--- src/rtl/pheap_level_pkg.sv ---
// Shared pHeap types: slot entry, opcodes, level handshake status and per-level capacity.
package pheap_level_pkg;
  localparam int LEVELS = 3;

  typedef struct packed {
    logic [31:0]       priorityValue;
    logic [LEVELS-1:0] capacity;
    logic              active;
  } entry_t;

  typedef enum logic {LEQ = 1'b0, DEQ = 1'b1} opcode_t;

  typedef enum logic [1:0] {DONE = 2'd0, WAIT = 2'd1, NEXT_LEVEL = 2'd2} done_t;

  // Number of free places in the subtree rooted at one slot of level l.
  function automatic logic [LEVELS-1:0] levelCap(input int l);
    levelCap = LEVELS'((1 << (LEVELS - l + 1)) - 1);
  endfunction
endpackage

--- src/rtl/pheap_level_if.sv ---
// Level handoff bundle: op from the level above, pair read for it, pair read of the level below.
interface pheap_level_if #(parameter int LEVEL = 2);
  import pheap_level_pkg::*;
  localparam int SW = LEVEL - 1;
  localparam int PW = (SW > 1) ? SW - 1 : 1;

  logic          start;
  opcode_t       op;
  logic [31:0]   in;
  logic [SW-1:0] posIn;
  logic [PW-1:0] raddrTop;
  entry_t        rTopL, rTopR;
  entry_t        rBotL, rBotR;
  logic [SW-1:0] raddrBot;
  done_t         done;
  logic [31:0]   out;
  logic [SW:0]   posOut;
  logic          err;

  modport master (output start, op, in, posIn, raddrTop, rBotL, rBotR,
                  input  rTopL, rTopR, raddrBot, done, out, posOut, err);
  modport slave  (input  start, op, in, posIn, raddrTop, rBotL, rBotR,
                  output rTopL, rTopR, raddrBot, done, out, posOut, err);
endinterface

--- src/rtl/pheap_level_mem.sv ---
// Slot memory of one level: one write port, registered slot read and pair read, write-first.
module pheap_level_mem
  import pheap_level_pkg::*;
#(
  parameter  int LEVEL = 2,
  localparam int SW    = LEVEL - 1,
  localparam int PW    = (SW > 1) ? SW - 1 : 1
) (
  input  logic          clk,
  input  logic          rst,
  input  logic          we,
  input  logic [SW-1:0] waddr,
  input  entry_t        wdata,
  input  logic [SW-1:0] saddr,
  output entry_t        sdata,
  input  logic [PW-1:0] paddr,
  output entry_t        pl,
  output entry_t        pr
);
  localparam int     N     = 2 ** SW;
  localparam entry_t RST_E = '{priorityValue: 32'd0, capacity: levelCap(LEVEL), active: 1'b0};

  entry_t        mem [N];
  logic [SW-1:0] li, ri;

  assign li = SW'({paddr, 1'b0});
  assign ri = SW'({paddr, 1'b1});

  always_ff @(posedge clk) begin
    if (rst) begin
      for (int i = 0; i < N; i++) mem[i] <= RST_E;
      sdata <= RST_E;
      pl    <= RST_E;
      pr    <= RST_E;
    end else begin
      if (we) mem[waddr] <= wdata;
      sdata <= (we && waddr == saddr) ? wdata : mem[saddr];
      pl    <= (we && waddr == li)    ? wdata : mem[li];
      pr    <= (we && waddr == ri)    ? wdata : mem[ri];
    end
  end
endmodule

--- src/rtl/pheap_level.sv ---
// Non-root pHeap level: LEQ/DEQ on one slot, start at t -> result in t+2, forwards via NEXT_LEVEL.
// PHEAP_OVF_DETECT_EN adds a sticky err on LEQ into a full slot or DEQ from an empty one.
module pheap_level
  import pheap_level_pkg::*;
#(
  parameter int LEVEL = 2,
  parameter bit LAST  = 1'b0
) (
  input  logic          clk,
  input  logic          rst,
  pheap_level_if.slave  lv
);
  localparam int                SW  = LEVEL - 1;
  localparam logic [LEVELS-1:0] CAP = levelCap(LEVEL);

  typedef enum logic [1:0] {IDLE, READ, EXEC} state_t;
  state_t state, state_nx;

  opcode_t           op_q;
  logic [31:0]       in_q, out_q, out_nx;
  logic [SW-1:0]     pos_q, raddr;
  logic [SW:0]       posout_q;
  entry_t            rs, bl, br, wdata_q, wdata_nx;
  done_t             done_q, done_nx;
  logic              end_nx, take, pick_r;
  logic [LEVELS-1:0] cap_dec, cap_inc;

  // The slot and the child pair must be addressed in the start cycle to land in READ.
  assign take         = (state == IDLE) && lv.start;
  assign raddr        = take ? lv.posIn : pos_q;
  assign lv.raddrBot  = raddr;
  assign lv.out       = out_q;
  assign lv.posOut    = posout_q;

  assign bl = LAST ? '0 : lv.rBotL;
  assign br = LAST ? '0 : lv.rBotR;

  pheap_level_mem #(.LEVEL(LEVEL)) u_mem (
    .clk   (clk),
    .rst   (rst),
    .we    (state == EXEC),
    .waddr (pos_q),
    .wdata (wdata_q),
    .saddr (raddr),
    .sdata (rs),
    .paddr (lv.raddrTop),
    .pl    (lv.rTopL),
    .pr    (lv.rTopR)
  );

`ifdef PHEAP_OVF_DETECT_EN
  logic ovf, err_q;
  assign ovf    = (op_q == LEQ) ? (rs.active && rs.capacity == '0) : !rs.active;
  assign lv.err = err_q;
  always_ff @(posedge clk) begin
    if (rst)                        err_q <= 1'b0;
    else if (state == READ && ovf)  err_q <= 1'b1;
  end
`else
  assign lv.err = 1'b0;
`endif

  always_ff @(posedge clk) begin
    if (rst) state <= IDLE;
    else     state <= state_nx;
  end

  always_comb begin
    state_nx = state;
    lv.done  = DONE;
    case (state)
      IDLE: if (lv.start) state_nx = READ;
      READ: begin state_nx = EXEC; lv.done = WAIT; end
      EXEC: begin state_nx = IDLE; lv.done = done_q; end
      default: state_nx = IDLE;
    endcase
  end

  // Result is resolved from the READ-cycle samples and replayed during EXEC.
  always_comb begin
    wdata_nx = rs;
    done_nx  = DONE;
    out_nx   = out_q;
    end_nx   = 1'b0;
    pick_r   = 1'b0;
    cap_dec  = (rs.capacity == '0) ? '0 : rs.capacity - LEVELS'(1);
    cap_inc  = (rs.capacity >= CAP) ? CAP : rs.capacity + LEVELS'(1);
    if (op_q == LEQ) begin
      wdata_nx.capacity = cap_dec;
      wdata_nx.active   = 1'b1;
      if (!rs.active) begin
        wdata_nx.priorityValue = in_q;
        out_nx                 = in_q;
      end else begin
        wdata_nx.priorityValue = (in_q > rs.priorityValue) ? in_q : rs.priorityValue;
        out_nx                 = (in_q > rs.priorityValue) ? rs.priorityValue : in_q;
        if (bl.capacity != '0 && br.capacity != '0)
          end_nx = (bl.priorityValue <= br.priorityValue) ? 1'b0 : 1'b1;
        else
          end_nx = (bl.capacity != '0) ? 1'b0 : 1'b1;
        done_nx = LAST ? DONE : NEXT_LEVEL;
      end
    end else begin
      out_nx            = rs.priorityValue;
      wdata_nx.capacity = cap_inc;
      if (!bl.active && !br.active) begin
        wdata_nx.priorityValue = 32'd0;
        wdata_nx.active        = 1'b0;
      end else begin
        pick_r                 = !bl.active || (br.active && br.priorityValue > bl.priorityValue);
        wdata_nx.priorityValue = pick_r ? br.priorityValue : bl.priorityValue;
        wdata_nx.active        = 1'b1;
        end_nx                 = pick_r;
        done_nx                = NEXT_LEVEL;
      end
    end
`ifdef PHEAP_OVF_DETECT_EN
    if (ovf) done_nx = DONE;
`endif
  end

  always_ff @(posedge clk) begin
    if (rst) begin
      op_q     <= LEQ;
      in_q     <= '0;
      pos_q    <= '0;
      wdata_q  <= '0;
      done_q   <= DONE;
      out_q    <= '0;
      posout_q <= '0;
    end else begin
      if (take) begin
        op_q  <= lv.op;
        in_q  <= lv.in;
        pos_q <= lv.posIn;
      end
      if (state == READ) begin
        wdata_q  <= wdata_nx;
        done_q   <= done_nx;
        out_q    <= out_nx;
        posout_q <= {pos_q, end_nx};
      end
    end
  end
endmodule

--- src/flat_wrapper.sv ---
// flat-port wrapper written by rule: the top's interface ports become plain ports
module pheap_level_flat import pheap_level_pkg::*;
#(
  parameter int LEVEL = 2,
  parameter bit LAST  = 1'b0
)
  (clk, rst, lv_start, lv_op, lv_in, lv_posIn, lv_raddrTop, lv_rBotL, lv_rBotR, lv_rTopL, lv_rTopR, lv_raddrBot, lv_done, lv_out, lv_posOut, lv_err);
  pheap_level_if #(.LEVEL(LEVEL)) lv_i ();
  input  logic clk;
  input  logic rst;
  input wire logic [$bits(lv_i.start)-1:0] lv_start;
  input wire logic [$bits(lv_i.op)-1:0] lv_op;
  input wire logic [$bits(lv_i.in)-1:0] lv_in;
  input wire logic [$bits(lv_i.posIn)-1:0] lv_posIn;
  input wire logic [$bits(lv_i.raddrTop)-1:0] lv_raddrTop;
  input wire logic [$bits(lv_i.rBotL)-1:0] lv_rBotL;
  input wire logic [$bits(lv_i.rBotR)-1:0] lv_rBotR;
  output wire logic [$bits(lv_i.rTopL)-1:0] lv_rTopL;
  output wire logic [$bits(lv_i.rTopR)-1:0] lv_rTopR;
  output wire logic [$bits(lv_i.raddrBot)-1:0] lv_raddrBot;
  output wire logic [$bits(lv_i.done)-1:0] lv_done;
  output wire logic [$bits(lv_i.out)-1:0] lv_out;
  output wire logic [$bits(lv_i.posOut)-1:0] lv_posOut;
  output wire logic [$bits(lv_i.err)-1:0] lv_err;
  assign lv_i.start = lv_start;
  assign lv_i.op = lv_op;
  assign lv_i.in = lv_in;
  assign lv_i.posIn = lv_posIn;
  assign lv_i.raddrTop = lv_raddrTop;
  assign lv_i.rBotL = lv_rBotL;
  assign lv_i.rBotR = lv_rBotR;
  assign lv_rTopL = lv_i.rTopL;
  assign lv_rTopR = lv_i.rTopR;
  assign lv_raddrBot = lv_i.raddrBot;
  assign lv_done = lv_i.done;
  assign lv_out = lv_i.out;
  assign lv_posOut = lv_i.posOut;
  assign lv_err = lv_i.err;
  pheap_level #(.LEVEL(LEVEL), .LAST(LAST)) u_core (.clk(clk), .rst(rst), .lv(lv_i));
endmodule
--- config.mk ---
export PLATFORM = sky130hd
export DESIGN_NAME = pheap_level_flat
export DESIGN_NICKNAME = d
export VERILOG_FILES = /design/src/rtl/pheap_level_pkg.sv /design/src/rtl/pheap_level_if.sv /design/src/rtl/pheap_level_mem.sv /design/src/rtl/pheap_level.sv /design/src/flat_wrapper.sv
export SDC_FILE = /design/constraint.sdc
export NUM_CORES = 1
export LEC_CHECK = 0
export CAP_MARGIN = 30
export CORE_MARGIN = 1.5
export CORE_UTILIZATION = 49
export DETAILED_ROUTE_END_ITERATION = 10
export PLACE_DENSITY = 0.77
export SLEW_MARGIN = 10
export SYNTH_ARGS = -nofsm -noshare
export SYNTH_HDL_FRONTEND = slang
export SYNTH_HIERARCHICAL = 1
export SYNTH_SLANG_ARGS = --single-unit
--- constraint.sdc ---
create_clock -name clk -period 3 [get_ports clk]
set_input_delay 0.6 -clock clk [delete_from_list [all_inputs] [get_ports clk]]
set_output_delay 0.6 -clock clk [all_outputs]
set_load 0.05 [all_outputs]
After elaboration in Yosys (flattened, before gate mapping)
Memory sizes are Yosys's and may differ from the RTL's. A register that Yosys moved wholly into a read port is not among the register bits. Cells that the tools add are included.

RAM bits: 72. Memories kept: 1. Memory bits (read-only): 0. Register bits after elaboration: 108. Latch bits: 0. Output and inout port bits: 110. Input bits: 110.

Memories: u_core.u_mem.mem (depth 2, bits a word 36, rd ports 3, clocked after memory_dff 3, wr ports 2, line pheap_level_mem.sv:23) `entry_t mem [N];`.

Reductions and logical operators: 12. $mul: 0. Divide/modulo/power cells: 0. Multiplexer cells: 32. $lt $le $gt $ge: 4. Add/subtract/negate cells: 2. Bitwise operators: 0. Eq/ne operators: 3. Shifts and indexed selects: 0.

Operator list (count): $mux W32 (7); $mux W36 (2); $gt A32 B32 Y1 (2); $reduce_or A36 Y1 (1); $le A32 B32 Y1 (1); $mux W1 (15); $mux W2 (4); $pmux W2 S2 (2); $mux W3 (2); $reduce_bool A3 Y1 (2); $logic_and A1 B1 Y1 (4); $add A3 B1 Y3 const B (1); $ge A3 B2 Y1 const B (1); $logic_not A3 Y1 (1); $sub A3 B1 Y3 const B (1); $eq A2 B1 Y1 const B (1); $eq A2 B2 Y1 const B (1); $logic_not A1 Y1 (2); $logic_not A2 Y1 (1); $ne A2 B2 Y1 const B (1); $logic_or A1 B1 Y1 (1).

Logic depth before layout (Yosys ltp)
Depth in word-level cells: 6. Mapped depth: 11. Gate-level depth less buffers: 10.

Modules after synthesis
The synthesis kept the hierarchy.

Modules (own cells, without submodules): pheap_level (cells an instance 813, area an instance 7021.7 µm², seq. area each 2142.1 µm², times used 1); pheap_level_mem (cells an instance 473, area an instance 6512.5 µm², seq. area each 4324.1 µm², times used 1).

Least setup slack after synthesis
OpenSTA, ideal clock, no wires.

Path kind: input to register. Start: input port lv_rBotL[18]. End: register u_core/wdata_q[10] (netlist bit). Path slack: 64 ps. Stages on the path: 11. Path buffers: 1. Arrival time: 2795 ps. Setup time: 141 ps. Cell sequence: inv_1 -> ha_1 -> nand4_2 -> or4b_1 -> nand3_1 -> a31oi_1 -> a211oi_4 -> buf_8 -> mux2i_1 -> o221a_1 -> nor3_2.

Word-level cells in the longest chain between the ends: 6.

Ends and longest elaborated chain: start: declaration (line flat_wrapper.sv:16) `input wire logic [$bits(lv_i.rBotL)-1:0] lv_rBotL;`; $gt A32 B32 Y1 (line pheap_level.sv:110) `pick_r = !bl.active || (br.active && br.priorityValue > bl.priorityValue);`; $logic_and A1 B1 Y1 (line pheap_level.sv:110); $logic_or A1 B1 Y1 (line pheap_level.sv:110); $mux W32 (line pheap_level.sv:111) `wdata_nx.priorityValue = pick_r ? br.priorityValue : bl.priorityValue;`; $mux W32 (line pheap_level.sv:106) `if (!bl.active && !br.active) begin`; $mux W36 (line pheap_level.sv:88) `if (op_q == LEQ) begin`; end signal: assignment (line pheap_level.sv:138) `wdata_q <= wdata_nx;`; end: declaration (line pheap_level.sv:23) `entry_t rs, bl, br, wdata_q, wdata_nx;`.

No other way between the ends. A chain may end at the register's enable or synchronous reset.

Final worst setup path
Start: register, netlist name u_core/u_mem/sdata[10]. End: register u_core.out_q[16] (netlist: u_core/lv.out[16]).

Word-level cells in the longest chain between the ends: 4.

Ends and longest elaborated chain: $gt A32 B32 Y1 (line pheap_level.sv:96) `out_nx = (in_q > rs.priorityValue) ? rs.priorityValue : in_q;`; $mux W32 (line pheap_level.sv:96); $mux W32 (line pheap_level.sv:91) `if (!rs.active) begin`; $mux W32 (line pheap_level.sv:88); end signal: assignment (line pheap_level.sv:140) `out_q <= out_nx;`; end: declaration (line pheap_level.sv:20) `logic [31:0] in_q, out_q, out_nx;`.

No other way between the ends.

==> flow_summary.json <==
{
  "synth.most_common_cell": "dfxtp_1",
  "synth_cell_types": 55,
  "period_share": 1.00,
  "critical_path.max_fanout": 6,
  "fmax_mhz": 333,
  "ys_top_cells_by_count": "dfxtp_1 (215), mux2i_1 (135), nor2_1 (83)",
  "first_pass_iters": 5,
  "maxCapViolCount": 0,
  "fp.dieArea_sq_um": 28600,
  "hp-start": "rst",
  "hpwl_microns": 25900,
  "grt_overflow_total": 0,
  "ys_ff_latch": 287,
  "yosysWarnings": 6,
  "clk_pin_slew_ps": 60,
  "critPathKind": "reg2reg",
  "syn2layout_area_growth_pct": 33.5,
  "ant_nets": 0,
  "wirelength_microns": 40100,
  "finalHoldViolations": 0,
  "io-pin-count": 220,
  "r2r_slack_ps": 1,
  "finalSetupTns_ps": 0,
  "fin_skew_ps": 15.2,
  "final_util": 0.668,
  "viasPerCell": 5.76,
  "design_area_sq_um": 18100,
  "num_rows": 60,
  "initial_core_util": 0.501,
  "yosys.area.top_type": "dfxtp_1",
  "status": "completed",
  "yosys.area.top_type_share": 0.318,
  "grt_antenna_before_repair": 2,
  "grt_pass1_vias": 10805,
  "portBuffers": 217,
  "hold_depth": 2,
  "top_layer": "met4",
  "peakVddDrop_uv": 456,
  "syn_inst": 1286,
  "placed_area_sq_um": 16300,
  "hold_path_end": "u_core/lv.out[0]",
  "vias": 10900,
  "clkLatencyLatePin_ps": 550,
  "worstReg2RegStart": "u_core/u_mem/sdata[10]",
  "layout_min_cycle_time_ps": 3000,
  "drt-initial-drc-count": 954,
  "layout-drive-gt1-share": 0.168,
  "gp_congestion": 0.851,
  "cellPowerDensity_nw_per_um2": 639,
  "cellLeakagePower_nw": 8.11,
  "start_kind": "flop",
  "die_width_microns": 169,
  "end_kind": "flop",
  "yosysSeqAreaShare": 0.478,
  "htree_levels": 1,
  "rr_endpoint": "u_core/lv.out[16]",
  "die_y_microns": 169,
  "final_nets": 1709,
  "cts_tree": "yes",
  "cts_buffer_depth": 3,
  "root_buffer": "clkbuf_16",
  "grt_first_pass_wirelength_microns": 59800,
  "crit_arrival_ps": 3390,
  "fill_cells": 2032,
  "synthFlopType": "dfxtp_1",
  "grt_max_degree": 72,
  "r2r.worst_path.cells": 12,
  "numCtsBuffers": 30,
  "yosys-top-cells-area": "dfxtp_1 (32%), edfxtp_1 (16%), mux2i_1 (10%)",
  "synth-edff-count": 72,
  "post_drt_wl_per_cell_microns": 21.2,
  "max_slew_margin": 0.355,
  "avgSynthCellArea_sq_um": 10.5,
  "finalMaxSlewViolations": 0,
  "drc_errors": 0,
  "hold_path_class": "in2reg",
  "tightest_slew_ps": 967,
  "rsz0062_at_grt": "yes",
  "grtUsageTotal": 0.269,
  "finalSetupViolations": 0,
  "syn-num-nets": 1470,
  "dr_wl_met2_microns": 19200,
  "clkSinkCount": 287,
  "core_area_sq_um": 27000,
  "synth_area_sq_um": 13500,
  "worstPathRequired_ps": 3390,
  "wl_met1_microns": 16900,
  "async_flop_share": 0,
  "met3_length_microns": 2810
}
-- metal layers --
| metal | vias to the layer above | track usage |
|---|---|---|
| li1 | 5082 | - |
| met1 | 5278 | 0.358 |
| met2 | 457 | 0.446 |
| met3 | 83 | 0.0368 |
| met4 | 0 | 0.0993 |
| met5 | - | 0 |
-- report_power, final --
group | total (mW) | internal (mW) | switching, mW
clock | 3.85 | 2.30 | 1.55
sequential | 4.63 | 4.33 | 0.294
combinational | 3.07 | 1.24 | 1.83
-- sequential cells by signal, summed over array words and instances (netlist names) --
| signal | flops |
|---|---|
| u_core/lv.out | 32 |
| u_core/in_q | 32 |
| u_core/u_mem/sdata | 36 |
| u_core/state | 2 |
| u_core/wdata_q | 36 |
| u_core/pos_q | 1 |
| u_core/u_mem/pl | 36 |
| u_core/u_mem/pr | 36 |
| u_core/u_mem/mem | 72 |
| u_core/op_q | 1 |
| u_core/lv.posOut | 2 |
| u_core/done_q | 1 |
-- worst max-delay path by stage --
stage | slack (ps) | endpoint | startpoint
4_1_cts | -20 | u_core/lv.out[3] | u_core/u_mem/sdata[34]
3_3_place_gp | -660 | u_core/wdata_q[13] | lv_rBotL[7]
2_1_floorplan | 60 | u_core/wdata_q[10] | lv_rBotL[18]
5_1_grt | -60 | u_core/lv.out[9] | u_core/u_mem/sdata[10]
6_report | 1 | u_core/lv.out[16] | u_core/u_mem/sdata[10]
3_5_place_dp | -760 | u_core/wdata_q[13] | lv_rBotL[7]
-- final cells by class --
class | count | area (sq um) | share of cell area
sequential | 287 | 6480 | 0.359
antenna | 1 | 2.50 | 0.000139
clock buffer | 40 | 871 | 0.0482
inverter | 77 | 289 | 0.0160
clock inverter | 16 | 169 | 0.00935
timing repair buffer | 292 | 3070 | 0.170
multi-input combinational | 837 | 6760 | 0.374
tap | 341 | 427 | 0.0236
-- repair_timing --
| action | in CTS | in global routing |
|---|---|---|
| pin swaps | 7 | 31 |
| buffers inserted | 3 | 9 |
| setup endpoints to repair | 34 | 65 |
| cloned | 0 | 4 |
| hold buffers | 0 | 0 |
| gates resized for setup | 11 | 102 |
-- cells in the final DEF (no fill, tap or decap), types with 57 or more instances in the layout --
| master | synthesis | routed |
|---|---|---|
| buf_4 | 3 | 57 |
| ha_1 | 74 | 59 |
| and2_1 | 70 | 69 |
| inv_1 | 77 | 71 |
| dfxtp_1 | 215 | 203 |
| clkdlybuf4s50_1 | 0 | 173 |
| nor2_1 | 83 | 81 |
| a21oi_1 | 62 | 57 |
| edfxtp_1 | 72 | 72 |
| nand2_1 | 80 | 79 |
| a21o_1 | 71 | 71 |
| mux2i_1 | 135 | 130 |
-- critical path, stage by stage (launching register included) --
cell,delay (ps)
dfxtp_1,360
inv_1,60
ha_1,330
a41oi_2,250
o21ai_2,110
a221o_1,370
o311ai_2,270
nand3_1,170
a21oi_4,270
buf_12,170
clkbuf_16,170
mux2i_1,230
a211oi_1,100
-- metrics by stage --
stage	std cells	power, mW	setup slack [ps]	hold WS, ps
after floorplan	1286	6.48	64.5	444
after global placement	1818	7.46	-658	455
after detailed placement	1818	7.52	-762	457
after CTS	1877	11.4	-15.8	325
after global routing	1891	12.0	-58.2	351
final	1891	11.5	1.45	335
-- logic make-up (layout without fill, tap and decap cells) --
group / after synthesis / count (layout) / share of synthesized area
XOR/XNOR: 1 / 1 / 0.00120
adder cells (fa/ha/maj): 74 / 74 / 0.0684
AO/OA/AOI/OAI: 270 / 270 / 0.159
other: 1 / 2 / 0.000277
flip-flops: 287 / 287 / 0.478
buffers and inverters: 162 / 425 / 0.0530
AND/OR/NAND/NOR: 354 / 354 / 0.139
multiplexers: 137 / 137 / 0.102
(Power assumes the default switching activity.)
